[config.mk]
export PLATFORM = sky130hd
export DESIGN_NAME = reg_scan_display
export DESIGN_NICKNAME = d
export VERILOG_FILES = /design/src/rtl/reg_scan_display_pkg.sv /design/src/rtl/reg_scan_display_hex_to_7seg.sv /design/src/rtl/reg_scan_display.sv
export SDC_FILE = /design/constraint.sdc
export NUM_CORES = 1
export LEC_CHECK = 0
export CORE_ASPECT_RATIO = 0.5
export CORE_UTILIZATION = 32
export CTS_CLUSTER_SIZE = 12
export DETAILED_ROUTE_END_ITERATION = 6
export GPL_TIMING_DRIVEN = 0
export HOLD_SLACK_MARGIN = 0.15
export PLACE_DENSITY = 0.48
export SLEW_MARGIN = 20
export SYNTH_ARGS = -nofsm -noshare
export SYNTH_HDL_FRONTEND = slang
export SYNTH_SLANG_ARGS = --single-unit
export TNS_END_PERCENT = 100
[constraint.sdc]
create_clock -name clk -period 9.35 [get_ports clk]
set_input_delay 1.87 -clock clk [delete_from_list [all_inputs] [get_ports clk]]
set_output_delay 1.87 -clock clk [all_outputs]
set_load 0.02 [all_outputs]
[src/rtl/reg_scan_display_pkg.sv]
// Shared types and constants for the register scan display.
package reg_scan_display_pkg;

  // Read-port sequencer states.
  typedef enum logic [1:0] {
    ST_IDLE = 2'd0,
    ST_REQ  = 2'd1,
    ST_HOLD = 2'd2
  } state_e;

  // Segment patterns {g,f,e,d,c,b,a}, active-low.
  localparam logic [6:0] SEG_BLANK = 7'b1111111;
  localparam logic [6:0] SEG_DASH  = 7'b0111111;

  localparam logic [6:0] SEG_HEX_0 = 7'b1000000;
  localparam logic [6:0] SEG_HEX_1 = 7'b1111001;
  localparam logic [6:0] SEG_HEX_2 = 7'b0100100;
  localparam logic [6:0] SEG_HEX_3 = 7'b0110000;
  localparam logic [6:0] SEG_HEX_4 = 7'b0011001;
  localparam logic [6:0] SEG_HEX_5 = 7'b0010010;
  localparam logic [6:0] SEG_HEX_6 = 7'b0000010;
  localparam logic [6:0] SEG_HEX_7 = 7'b1111000;
  localparam logic [6:0] SEG_HEX_8 = 7'b0000000;
  localparam logic [6:0] SEG_HEX_9 = 7'b0010000;
  localparam logic [6:0] SEG_HEX_A = 7'b0001000;
  localparam logic [6:0] SEG_HEX_B = 7'b0000011;
  localparam logic [6:0] SEG_HEX_C = 7'b1000110;
  localparam logic [6:0] SEG_HEX_D = 7'b0100001;
  localparam logic [6:0] SEG_HEX_E = 7'b0000110;
  localparam logic [6:0] SEG_HEX_F = 7'b0001110;

endpackage

[src/rtl/reg_scan_display_hex_to_7seg.sv]
// Combinational 4-bit hex to active-low 7-segment decoder.
module hex_to_7seg
  import reg_scan_display_pkg::*;
(
  input  logic [3:0] hex_i,
  output logic [6:0] seg_o
);

  // Table lookup of the glyph for one nibble.
  always_comb begin
    seg_o = SEG_BLANK;
    case (hex_i)
      4'h0: seg_o = SEG_HEX_0;
      4'h1: seg_o = SEG_HEX_1;
      4'h2: seg_o = SEG_HEX_2;
      4'h3: seg_o = SEG_HEX_3;
      4'h4: seg_o = SEG_HEX_4;
      4'h5: seg_o = SEG_HEX_5;
      4'h6: seg_o = SEG_HEX_6;
      4'h7: seg_o = SEG_HEX_7;
      4'h8: seg_o = SEG_HEX_8;
      4'h9: seg_o = SEG_HEX_9;
      4'hA: seg_o = SEG_HEX_A;
      4'hB: seg_o = SEG_HEX_B;
      4'hC: seg_o = SEG_HEX_C;
      4'hD: seg_o = SEG_HEX_D;
      4'hE: seg_o = SEG_HEX_E;
      4'hF: seg_o = SEG_HEX_F;
    endcase
  end

endmodule

[src/rtl/reg_scan_display.sv]
// Reads the register bank over a req/ack port and shows address and
// contents on a 4-digit multiplexed active-low 7-segment display.
//
// Read handshake: rd_req is raised one cycle after entering REQ and held
// high, with rd_addr stable, until a one-cycle rd_ack (rd_data valid in
// that same cycle) or until the timeout expires. rd_ack seen outside REQ
// is ignored; an ack in the expiry cycle still counts as a good read.
module reg_scan_display
  import reg_scan_display_pkg::*;
#(
  parameter int REFRESH_DIV  = 50000,
  parameter int DWELL_FRAMES = 100,
  parameter int ACK_TIMEOUT  = 255
) (
  input  logic       clk,
  input  logic       rst,
  input  logic       scan_en,
  input  logic [1:0] sel_addr,
  output logic       rd_req,
  output logic [1:0] rd_addr,
  input  logic       rd_ack,
  input  logic [7:0] rd_data,
  output logic [3:0] an,
  output logic [6:0] seg,
  output logic       dp
);

  localparam int DIV_W = (REFRESH_DIV > 1) ? $clog2(REFRESH_DIV) : 1;
  localparam int FRM_W = $clog2(DWELL_FRAMES + 1);
  localparam int TMO_W = (ACK_TIMEOUT > 1) ? $clog2(ACK_TIMEOUT) : 1;
  localparam logic [DIV_W-1:0] DIV_LAST = DIV_W'(REFRESH_DIV - 1);
  localparam logic [FRM_W-1:0] FRM_LAST = FRM_W'(DWELL_FRAMES - 1);
  localparam logic [TMO_W-1:0] TMO_LAST = TMO_W'(ACK_TIMEOUT - 1);

  logic [DIV_W-1:0] div_cnt_q;
  logic [1:0]       digit_q;
  logic             live_q;
  logic             frame_end;

  state_e           state_q, state_d;
  logic [FRM_W-1:0] frame_cnt_q, frame_cnt_d;
  logic [TMO_W-1:0] tmo_cnt_q, tmo_cnt_d;
  logic [1:0]       addr_q, addr_d;
  logic             req_q, req_d;
  logic [7:0]       shadow_q, shadow_d;
  logic             valid_q, valid_d;
  logic             err_q, err_d;

  logic [3:0]       nib;
  logic [6:0]       dec_seg;

  // Digit refresh: divider and digit select; live_q enables the anodes
  // from the first cycle after reset release.
  always_ff @(posedge clk or negedge rst) begin
    if (!rst) begin
      div_cnt_q <= '0;
      digit_q   <= 2'd0;
      live_q    <= 1'b0;
    end else begin
      live_q <= 1'b1;
      if (div_cnt_q == DIV_LAST) begin
        div_cnt_q <= '0;
        digit_q   <= digit_q + 2'd1;
      end else begin
        div_cnt_q <= div_cnt_q + DIV_W'(1);
      end
    end
  end

  assign frame_end = (div_cnt_q == DIV_LAST) && (digit_q == 2'd3);

  // Read sequencer next-state: issue reads, capture data or timeout, and
  // pick the next address at frame boundaries while holding.
  always_comb begin
    state_d     = state_q;
    addr_d      = addr_q;
    req_d       = req_q;
    shadow_d    = shadow_q;
    valid_d     = valid_q;
    err_d       = err_q;
    tmo_cnt_d   = tmo_cnt_q;
    frame_cnt_d = frame_cnt_q;
    if (frame_end && (frame_cnt_q != '1)) begin
      frame_cnt_d = frame_cnt_q + FRM_W'(1);
    end
    case (state_q)
      ST_IDLE: begin
        addr_d    = 2'd0;
        tmo_cnt_d = '0;
        state_d   = ST_REQ;
      end
      ST_REQ: begin
        req_d     = 1'b1;
        tmo_cnt_d = tmo_cnt_q + TMO_W'(1);
        if (rd_ack) begin
          shadow_d  = rd_data;
          valid_d   = 1'b1;
          err_d     = 1'b0;
          req_d     = 1'b0;
          tmo_cnt_d = '0;
          state_d   = ST_HOLD;
        end else if (tmo_cnt_q == TMO_LAST) begin
          valid_d   = 1'b1;
          err_d     = 1'b1;
          req_d     = 1'b0;
          tmo_cnt_d = '0;
          state_d   = ST_HOLD;
        end
      end
      ST_HOLD: begin
        req_d     = 1'b0;
        tmo_cnt_d = '0;
        if (frame_end) begin
          if (!scan_en) begin
            addr_d      = sel_addr;
            frame_cnt_d = '0;
            state_d     = ST_REQ;
          end else if (frame_cnt_q >= FRM_LAST) begin
            addr_d      = addr_q + 2'd1;
            frame_cnt_d = '0;
            state_d     = ST_REQ;
          end
        end
      end
      default: begin
        req_d   = 1'b0;
        state_d = ST_IDLE;
      end
    endcase
  end

  // Read sequencer registers.
  always_ff @(posedge clk or negedge rst) begin
    if (!rst) begin
      state_q     <= ST_IDLE;
      addr_q      <= 2'd0;
      req_q       <= 1'b0;
      shadow_q    <= 8'h00;
      valid_q     <= 1'b0;
      err_q       <= 1'b0;
      tmo_cnt_q   <= '0;
      frame_cnt_q <= '0;
    end else begin
      state_q     <= state_d;
      addr_q      <= addr_d;
      req_q       <= req_d;
      shadow_q    <= shadow_d;
      valid_q     <= valid_d;
      err_q       <= err_d;
      tmo_cnt_q   <= tmo_cnt_d;
      frame_cnt_q <= frame_cnt_d;
    end
  end

  assign rd_req  = req_q;
  assign rd_addr = addr_q;

  // Nibble shown on the active digit, fed to the single decoder.
  always_comb begin
    nib = shadow_q[3:0];
    case (digit_q)
      2'd3:    nib = {2'b00, addr_q};
      2'd1:    nib = shadow_q[7:4];
      default: nib = shadow_q[3:0];
    endcase
  end

  hex_to_7seg u_hex (
    .hex_i (nib),
    .seg_o (dec_seg)
  );

  // Digit drive with blank/dash overrides and the error decimal point.
  always_comb begin
    an  = ~(4'b0001 << digit_q);
    seg = dec_seg;
    dp  = 1'b1;
    case (digit_q)
      2'd3: dp = ~err_q;
      2'd2: seg = SEG_BLANK;
      default: begin
        if (!valid_q) begin
          seg = SEG_BLANK;
        end else if (err_q) begin
          seg = SEG_DASH;
        end
      end
    endcase
    if (!live_q) begin
      an  = 4'b1111;
      seg = SEG_BLANK;
      dp  = 1'b1;
    end
  end

endmodule

=== Word level (Yosys, flattened, before mapping) ===
Memory sizes are Yosys's and may differ from the RTL's.
Cells that the tools add are included.

* Bits in registers: 49
* Bits in read-only memories: 112
* Input port bits: 14
* Output and inout bits: 15
* Logic and storage cells: 76
* Memories: 1

* $add $sub $neg: 5
* Magnitude comparators: 1
* Equality and inequality tests: 11
* Shift-type cells: 1
* Muxes and demuxes: 33
* Bitwise gates (word level): 2
* Reductions and logical operators: 11

{| class="wikitable"
|+ Memory list
! memory !! depth !! bits a word !! read ports !! clocked after memory_dff !! wr ports !! RTL line !! text
|-
| (name not given) || 16 || 7 || 1 || 0 || 0 || reg_scan_display_hex_to_7seg.sv:12 || <nowiki>case (hex_i)</nowiki>
|}

{| class="wikitable"
|+ Operator list
! cell !! count
|-
| 2-to-1 mux 7 bit || 8
|-
| adder 16 x 1 -> 16 bit (second input constant) || 1
|-
| == test 16 bit (second input constant) || 1
|-
| 2-to-1 mux 16 bit || 1
|-
| 2-to-1 mux 2 bit || 8
|-
| 2-to-1 mux 8 bit || 2
|-
| one-hot mux 8 bit (2 select lines) || 1
|-
| one-hot mux 7 bit (2 select lines) || 1
|-
| adder 8 x 1 -> 8 bit (second input constant) || 1
|-
| == test 8 bit (second input constant) || 1
|-
| one-hot mux 4 bit (2 select lines) || 1
|-
| adder 7 x 1 -> 7 bit (second input constant) || 1
|-
| >= comparator 7 bit (second input constant) || 1
|-
| 2-to-1 mux 1 bit || 7
|-
| inequality test 7 bit (second input constant) || 1
|-
| == test 2 bit (second input constant) || 3
|-
| inequality test 3 bit (second input constant) || 2
|-
| one-hot mux 2 bit (3 select lines) || 1
|-
| AND reduction 3 bit || 2
|-
| nonzero test 2 bit || 3
|-
| adder 2 x 1 -> 2 bit (second input constant) || 2
|-
| == test 2 x 1 -> 1 bit (second input constant) || 2
|-
| 2-to-1 mux 4 bit || 1
|-
| NOT 4 bit || 1
|-
| 9 further kinds || 11
|}

=== Longest topological paths before layout ===
Gate-level depths: netlist of the first run.

* Depth in word-level cells: 8
* Gate-level depth with buffers: 12

=== Cells and area by module ===
Synthesis of the first run repeated with hierarchy kept, for this count alone.

* Cells, all modules: 292
* Area, all modules: 2845.2 µm²

{| class="wikitable"
|+ By module, submodules not included
! module !! times used !! cells an instance !! area an instance (µm²) !! sequential area each (µm²)
|-
| reg_scan_display || 1 || 261 || 2592.5 || 1226.2
|-
| hex_to_7seg || 1 || 31 || 252.7 || 0.0
|}

=== Worst setup path before layout of the first run ===
Ideal clock, no wire load.

* Path kind: register to output
* Start: reg digit_q[0]
* End: out seg[3]
* Arrival: 2780 ps
* Data required time: 7480 ps
* Slack: 4700 ps
* Stages on the path, launching flop included: 8
* Buffers on the path: 1
* Cells stage by stage: dfrtp_1 -> ha_1 -> clkbuf_1 -> and3_1 -> o32ai_1 -> ha_1 -> mux4_2 -> o21ai_0

* Word-level cells in the longest chain between the ends: 7
* Elaborated cells on any way between the ends: 9
* Classes of those cells: eq/ne: 3; mux: 5; memory: 1

{| class="wikitable"
|+ Ends and longest elaborated chain
! what !! RTL line !! text
|-
| from (decl) || reg_scan_display.sv:36 || <nowiki>logic [1:0] digit_q;</nowiki>
|-
| from (signal assigned) || reg_scan_display.sv:63 || <nowiki>digit_q <= digit_q + 2'd1;</nowiki>
|-
| == test 2 x 1 -> 1 bit or == test 2 bit (tied branches) || reg_scan_display.sv:161, reg_scan_display.sv:178 ||
|-
| one-hot mux 4 bit (2 select lines) || reg_scan_display.sv:161 || <nowiki>case (digit_q)</nowiki>
|-
| memory read (16 x 7 bit) || n/a ||
|-
| 2-to-1 mux 7 bit || reg_scan_display.sv:184 || <nowiki>end else if (err_q) begin</nowiki>
|-
| 2-to-1 mux 7 bit || reg_scan_display.sv:182 || <nowiki>if (!valid_q) begin</nowiki>
|-
| one-hot mux 7 bit (2 select lines) (*) || reg_scan_display.sv:178 || <nowiki>case (digit_q)</nowiki>
|-
| 2-to-1 mux 7 bit (*) || reg_scan_display.sv:189 || <nowiki>if (!live_q) begin</nowiki>
|-
| to (decl) || reg_scan_display.sv:24 || <nowiki>output logic [6:0] seg,</nowiki>
|}

Mark *: on every way between the ends. The rest lies on a longest branch, timed or not.

=== Final worst setup path of the first run ===
Same ends and word-level chain as after synthesis.

==> results.txt, run 1 <==
The share of post-route cells with drive strength above 1 is 9.83%. The most prevalent standard cell on the critical path is sky130_fd_sc_hd__ha_1. The count of nets left with antenna violations after detail routing came out at 0. The kind of start point of the critical path is a register.

Sequential cells were found to cover 41.3% of the synthesized design area. The total via count after detailed routing came out at 2468. The cell at the root of the clock tree is sky130_fd_sc_hd__clkbuf_16. Clock tree synthesis inserted a total of 5 buffers. Setup violations remaining at the end of the flow were counted as 0. The fmax is 172 MHz. Clock tree synthesis found a total of 49 sinks. The critical path class is reg -> out.

Summed over its instances, the top area cell type makes up 41.3% of the synthesized netlist area. In this run the core area contains 24 standard-cell rows. The fraction of synthesis flops using an asynchronous set or reset pin is 100%. The number of detailed-routing iterations run before antenna repair came out at 6. The mean post-synth cell area is 9.58 um^2. The worst endpoint data arrival time is 3.93 ns. The most repeated cell in the gate-level netlist after synthesis is sky130_fd_sc_hd__dfrtp_1. The number of buffers added for setup after CTS came out at 0. The class of the worst hold path is reg -> reg. The area enclosed by the die boundary came out at 9690 um^2.

The number of nets at the end of the flow is 375. Grouping stages by cell kind, the critical path spends the most delay in compound AO/OA/AOI/OAI gates. The clock tree buffer depth is 2. The worst slew margin relative to its limit came out at 35.7%. The post-synthesis register bit count came out at 49. The first-pass GRT wire length is 11.7 mm. The count of input and output buffers came out at 28. The power per cell area came out at 124 nW/um^2. The number of warning messages in the yosys log is 0. The count of pins on the block boundary came out at 29.

The area of placed instances is 3390 um^2. Across the whole layout, storage elements account for 1230 um^2. Synthesis produced 310 cells. Setup repair after global routing left no endpoint under its margin. Before CTS, the worst setup slack after placement is 3.90 ns.

The post-synth net total is 340. Sorting the synthesized cells by how often they occur yields sky130_fd_sc_hd__dfrtp_1 (49), sky130_fd_sc_hd__nand2_1 (26), sky130_fd_sc_hd__nor2_1 (23). The count of endpoints failing hold in the final timing report is 0.

For this run, the total global-route usage over all layers was measured as 15.0%. The worst vdd rail ir drop came out at 87.2 uV. The final routed wire length divided by cell count is 14.5 um. The share of the cycle needed by the critical path after routing is 62.0%. The transition time of the tightest slew-check pin came out at 0.962 ns.

Of all cell types, the one taking the most synthesized area is sky130_fd_sc_hd__dfrtp_1. The kind of end point of the critical path is an output pin. For this run, the share of the core covered by cells in the final layout is 40.3%. The area of the multi-input gates came out at 1650 um^2. The routed length on met1 came out at 3.39 mm.

The H-tree depth came out at 2. The total non-filler cell area in the finished layout came out at 3570 um^2. By area the synthesized netlist is led by sky130_fd_sc_hd__dfrtp_1 (41%), sky130_fd_sc_hd__ha_1 (6.7%), sky130_fd_sc_hd__mux2_2 (3.4%). Entering global routing, the biggest net connects 50 pins. The time the worst path needs with I/O delays and setup came out at 5.80 ns. Summed over all layers, the global routing overflow is 0. The number of enable-type register cells in the synthesized netlist is 0. The analysis attributes to cell leakage a power of 1.54 nW. The initial antenna violation count is 0.

For this block, the initial DRC count from the detailed router was 140. The starting density of the core is 33.5%. The routed length on met3 came out at 228 um. The final reports fail on design-rule violations. The slowest stage of the critical path is the sky130_fd_sc_hd__o32ai_1 cell. The run finished, with violations left. The setup slack after layout is 3.55 ns. The setup total negative slack came out at 0 ns. Measured along the x axis, the die boundary spans 138 um. Traced cell by cell, the critical path runs through ha_1 > clkbuf_1 > and3_1 > o32ai_1 > ha_1 > inv_1 > mux4_2 > o21ai_0 > clkdlybuf4s50_1.

Summing every instance area after synthesis gives 2970 um^2. At the later pin of the worst-skew pair, clock insertion delay measures 0.29 ns. The delay contributed by the slowest stage of the critical path is 0.82 ns.

After clock tree synthesis, the clock-pin slew on the worst setup and hold paths is 0.07 ns. The top flip-flop cell by instance count after synthesis is sky130_fd_sc_hd__dfrtp_1. In this run the worst path has a maximum fanout of 10. The via count of the first global-routing pass came out at 2427. The total met2 wirelength after detailed routing is 3.05 mm. The number of unique standard cell types used by synthesis is 56.

The clock tree from TritonCTS is built. After floorplanning, the core was sized to cover 8860 um^2. The count of pins over their slew limit came out at 0. The via density per instance came out at 5.33.

The placer congestion estimate came out at 0.830. The launch point of the worst path is digit_q[0]. The number of gates resized after CTS came out at 0. The total detailed-routing wirelength came out at 6.73 mm. The height of the chip is 70.1 um.

The startpoint of the most critical hold path is shadow_q[5]. The worst-case clock skew came out at 0.00720 ns. The detailed-route DRC error count came out at 3. The data required time at the worst endpoint came out at 7.48 ns. The count of max-cap constraint violations is 0. The count of fill cells added during filler insertion is 858. The antenna cell count came out at 0.

The area added between synthesis and finish is 20.3%. The startpoint of the worst register-to-register path is digit_q[0]. The placed wire-length estimate came out at 5.04 mm. The buffering stage count on the worst path with inverters included is 3. After detailed routing, no signal wire sits above met4. The quantity of hold-fixing buffers added after cts came out at 0.
## cells in the final DEF, fill, tap and decap left out, types with 3 or more instances in the layout
master                            Yosys  routed
sky130_fd_sc_hd__nand4_1              9       9
sky130_fd_sc_hd__clkbuf_1             3       3
sky130_fd_sc_hd__and2_1               6       6
sky130_fd_sc_hd__o21ai_0             19      19
sky130_fd_sc_hd__clkdlybuf4s50_1      0      27
sky130_fd_sc_hd__nor4_1               7       7
sky130_fd_sc_hd__mux2_2               9       9
sky130_fd_sc_hd__nor2_1              23      23
sky130_fd_sc_hd__nand2_1             26      26
sky130_fd_sc_hd__nand3_1             12      12
sky130_fd_sc_hd__buf_2                3       3
sky130_fd_sc_hd__o311ai_0             3       3
sky130_fd_sc_hd__xor2_1               9       9
sky130_fd_sc_hd__a31oi_1              4       4
sky130_fd_sc_hd__inv_1               18      18
sky130_fd_sc_hd__dfrtp_1             49      49
sky130_fd_sc_hd__o21bai_1             3       3
sky130_fd_sc_hd__xnor2_1              7       7
sky130_fd_sc_hd__a21o_1               4       4
sky130_fd_sc_hd__a21oi_1             13      13
sky130_fd_sc_hd__a211oi_1             4       3
sky130_fd_sc_hd__nand2b_1             5       5
sky130_fd_sc_hd__and3_1               6       6
sky130_fd_sc_hd__o211ai_1             3       3
sky130_fd_sc_hd__clkbuf_16            0       5
sky130_fd_sc_hd__ha_1                16      16
sky130_fd_sc_hd__nor3_1               3       3
sky130_fd_sc_hd__nor3b_1              4       4
sky130_fd_sc_hd__o31ai_1              3       3
## through the flow
step	instances	power (W)	hold WS, ns
2_1_floorplan	310	0.000220	0.465
3_3_place_gp	455	0.000231	0.490
3_5_place_dp	455	0.000231	0.494
4_1_cts	463	0.000447	0.509
5_1_grt	463	0.000458	0.520
6_report	463	0.000442	0.507
## report_power, final
group	total (W)	internal [W]	switching (W)	leakage, nW
clock network	0.000215	0.000128	0.0000865	0.0848
logic	0.0000139	0.00000644	0.00000743	0.832
registers	0.000213	0.000212	0.000000699	0.624
## logic make-up after synthesis
| kind of cell | Yosys count | synth area share, % |
|---|---|---|
| AND/OR/NAND/NOR | 118 | 22.6 |
| AO/OA/AOI/OAI | 74 | 16.6 |
| flip-flops | 49 | 41.3 |
| buffers and inverters | 25 | 3.41 |
| adder cells (fa/ha/maj) | 16 | 6.74 |
| XOR/XNOR | 16 | 4.72 |
| multiplexers | 11 | 4.51 |
| other | 1 | 0.126 |
## cell type report
type | count | share of cell area (%)
tap | 117 | 4.10
multi-input combinational | 236 | 46.1
timing repair buffer | 28 | 7.78
clock inverter | 3 | 1.33
buffer | 7 | 0.946
sequential | 49 | 34.3
clock buffer | 5 | 3.50
inverter | 18 | 1.89
## path summary, 6_finish.rpt
path / slack, ns / end / cells after the start
hold / removal: 0.51 / shadow_q[5] / 1
hold reg to reg: 0.51 / shadow_q[5] / 1
min in group asynchronous: 1.59 / div_cnt_q[8] / 1
setup reg to reg: 7.16 / frame_cnt_q[0] / 7
max in group asynchronous: 7.33 / tmo_cnt_q[6] / 1
setup / recovery: 3.55 / seg[3] / 9
## worst reg2reg max path: cells and delay by family, from the launching register on
family	cells	cell delay (ns)
buffers and inverters	2	0.61
and+or+nand+nor	2	0.54
DFF	1	0.40
muxes	1	0.29
adders and majority gates	1	0.16
AOI/OAI and AO/OA	1	0.10
## metal layers
metal	vias up	global-route usage [%]
li1	1206	-
met1	1207	19.9
met4	0	4.12
met5	-	0
met2	48	25.1
met3	7	2.81
## state kept, by name, indices dropped and copies added (netlist names)
register	flops
frame_cnt_q	7
valid_q	1
live_q	1
shadow_q	8
tmo_cnt_q	8
digit_q	2
state_q	2
rd_req	1
div_cnt_q	16
rd_addr	2
err_q	1
Power figures use the tool's default switching activity.
==> run 2: changes to the inputs <==
--- a/config.mk
+++ b/config.mk
@@ -11,7 +11,7 @@
 export DETAILED_ROUTE_END_ITERATION = 6
 export GPL_TIMING_DRIVEN = 0
 export HOLD_SLACK_MARGIN = 0.15
-export PLACE_DENSITY = 0.48
+export PLACE_DENSITY = 0.5
 export SLEW_MARGIN = 20
 export SYNTH_ARGS = -nofsm -noshare
 export SYNTH_HDL_FRONTEND = slang
==> constraint.sdc (replaced) <==
create_clock -name clk -period 4.9 [get_ports clk]
set_input_delay 0.98 -clock clk [delete_from_list [all_inputs] [get_ports clk]]
set_output_delay 0.98 -clock clk [all_outputs]
set_load 0.02 [all_outputs]
==> run 2 against run 1 <==
  * Critical path depth rose by 1
  * Largest power group is now registers
  * Routed wire length fell by 3.1%
  * The flow still finishes with violations (design-rule violations)
  * Worst setup slack got worse by 3.2 ns
  * Non-clock buffer count did not move
  * Combinational power rose by 91%
  * Clock skew barely moved
  * Critical path type unchanged
  * Final area barely moved
  * Utilization barely moved
  * Sequential share of layout area barely moved
  * Flip-flop and latch count did not move
  * Worst hold slack got worse by 0.0076 ns
  * Register-to-register slack got worse by 4.5 ns
==> results.txt, run 2 (synthesis gave the netlist of run 1 again) <==
The quantity of hold-fixing buffers added after cts came out at 0. Data on the critical path is required at its endpoint by 3.92 ns. The final routed wire length divided by cell count is 14.1 um. The placed wire-length estimate is 4.85 mm. The analysis attributes to cell leakage a power of 1.54 nW. From bottom edge to top edge, the die measures 70.1 um. The starting density of the core came out at 33.5%.

The share of post-route cells with drive strength above 1 is 10.1%. CTS saw 49 sinks. The width of the chip is 138 um. The region available for standard cell placement spans 8860 um^2.

The final layout contains 375 nets. In the layout the commonest cells are sky130_fd_sc_hd__dfrtp_1 (49), sky130_fd_sc_hd__clkdlybuf4s50_1 (27), sky130_fd_sc_hd__nand2_1 (26), sky130_fd_sc_hd__nor2_1 (23), sky130_fd_sc_hd__o21ai_0 (19). Global routing used 14.3% of the available tracks. The share of the cycle needed by the critical path after routing came out at 92.7%.

The worst-case clock skew is 0.00761 ns. The flow ran to the end, but the final reports show violations. The design internal power came out at 0.000660 W. The maximum fanout along the worst path is 10. The transition time of the tightest slew-check pin came out at 1.03 ns.

The tightest min-delay check is of the reg -> reg type. The worst setup path is launched from a register. Leaving out fill and tap cells, the most frequent cell in the layout is sky130_fd_sc_hd__dfrtp_1. The iteration-0 DRC count of the detailed router came out at 161. The tree is rooted in a sky130_fd_sc_hd__clkbuf_16. 0 antenna diodes ended up in the layout. Counting flops per register, the top entry is div_cnt_q. The count of endpoints failing hold in the final timing report is 0. The critical path class is reg -> out.

Setup violations remaining at the end of the flow were counted as 0. The worst vdd rail ir drop came out at 100 uV. The number of rows created at floorplan came out at 24. The power share of the combinational group came out at 3.2%. Setup repair after global routing left no endpoint under its margin. The overall power after layout is 0.000831 W. The power per cell area is 233 nW/um^2.

The count of pins on the block boundary is 29. The fmax is 220 MHz. The worst setup path is captured at an output pin. Net switching is 20.7% of the power. The placer congestion estimate came out at 0.867. The worst path in the final design needs a cycle of 4.54 ns, including I/O delays and setup. The floorplan step defined a die boundary enclosing 9690 um^2. The worst slew margin relative to its limit is 29.6%. The fraction of power consumed by sequential logic is 48.9%.

The checks that failed: design-rule violations. The switching power total came out at 0.000172 W. The clock transition at the register clock pins on the worst setup and hold paths after CTS came out at 0.06 ns. TritonCTS built the clock tree. The detailed-route DRC error count is 6. The number of detailed-routing iterations run before antenna repair came out at 7. For this run the aggregate overflow at the end of global routing stands at 0. The clock group share of total power is 47.9%. The count of nets left with antenna violations after detail routing is 0. In the final layout, the registers with the most flip-flops are div_cnt_q x16, shadow_q x8, tmo_cnt_q x8. In the final timing run, aggregate negative setup slack is 0 ns. The total detailed-routing wirelength came out at 6.52 mm. The initial antenna violation count came out at 0. Max-cap violations in this run came to 0. The total via count after detailed routing came out at 2452.

The area of the multi-input gates came out at 1650 um^2. The sequential cell area is 1230 um^2. The worst endpoint data arrival time came out at 3.56 ns. Clock tree synthesis inserted a total of 5 buffers.

The pin count of the biggest net entering global routing came out at 50. In this run the tool buffered the top-level ports with 28 buffer cells. CTS built an H-tree with a depth of 2. The via count of the first global-routing pass was 2339. The number of flip-flops in the largest register came out at 16. At the later pin of the worst-skew pair, clock insertion delay measures 0.29 ns. Relative to the synthesized area, the layout overhead comes to 20.4%.

The clock tree buffer depth came out at 2. The first-pass GRT wire length came out at 11.3 mm. The via density per instance is 5.30. The count of pins over their slew limit is 0. The count of fill cells added during filler insertion is 850.
[run 2: power by group through the flow]
stage	logic [W]	clock network (W)	registers, W
6_report	0.0000265	0.000398	0.000407
5_1_grt	0.0000302	0.000427	0.000406
4_1_cts	0.0000271	0.000410	0.000406
3_5_place_dp	0.0000269	0	0.000414
3_3_place_gp	0.0000270	0	0.000414
2_1_floorplan	0.00000580	0	0.000414
[run 2: path summary, 6_finish.rpt]
kind,end,depth (start not counted),slack (ns),from
min in group asynchronous,div_cnt_q[8],1,0.70,rst
max,seg[3],10,0.36,digit_q[1]
max in group asynchronous,tmo_cnt_q[5],1,3.75,rst
max reg2reg,tmo_cnt_q[3],6,2.66,tmo_cnt_q[0]
min reg2reg,shadow_q[1],1,0.50,shadow_q[1]
min,shadow_q[1],1,0.50,shadow_q[1]
[run 2: routing by layer]
layer / global-route usage [%] / part of all wire [%]
met2: 22.5 / 44
met4: 4.37 / 1.2
met1: 20.0 / 52
met5: 0 / 0
met3: 2.81 / 3.4
[run 2: per-stage QoR]
step	worst slack [ns]	hold slack, ns	utilization [%]	instance area [um^2]	instances
after floorplan	1.14	0.465	-	2970	310
after global placement	0.502	0.490	38.3	3400	455
after detailed placement	0.430	0.486	38.3	3390	455
after CTS	0.0989	0.501	40.2	3560	463
after global routing	0.0635	0.530	40.4	3570	463
final	0.356	0.499	40.4	3570	463
[run 2: timing repair]
action / in CTS / in global routing
endpoints found under the setup margin: 0 / 2
buffers inserted: 0 / 0
resized for setup: 0 / 3
[run 2: cell type report]
type	instances	share of cell area, %
Clock buffer	6	3.61
Multi-Input combinational cell	236	46.3
Sequential cell	49	34.3
Clock inverter	2	1.09
Timing Repair Buffer	28	7.77
Buffer	7	0.980
Inverter	18	1.89
Tap cell	117	4.10
[run 2: critical path, stage by stage, from the launching register on]
cell	delay, ns
sky130_fd_sc_hd__dfrtp_1	0.42
sky130_fd_sc_hd__inv_1	0.11
sky130_fd_sc_hd__ha_1	0.25
sky130_fd_sc_hd__clkbuf_2	0.26
sky130_fd_sc_hd__nor2_1	0.09
sky130_fd_sc_hd__a221o_1	0.32
sky130_fd_sc_hd__o31ai_1	0.18
sky130_fd_sc_hd__ha_1	0.37
sky130_fd_sc_hd__mux4_2	0.49
sky130_fd_sc_hd__o21ai_0	0.16
sky130_fd_sc_hd__clkdlybuf4s50_1	0.62
==> run 3: changes to the inputs <==
--- a/config.mk
+++ b/config.mk
@@ -7,7 +7,6 @@
 export LEC_CHECK = 0
 export CORE_ASPECT_RATIO = 0.5
 export CORE_UTILIZATION = 32
-export CTS_CLUSTER_SIZE = 12
 export DETAILED_ROUTE_END_ITERATION = 6
 export GPL_TIMING_DRIVEN = 0
 export HOLD_SLACK_MARGIN = 0.15
==> results of run 3 <==
Final layout, timing and power as in run 2 (identical DEF).
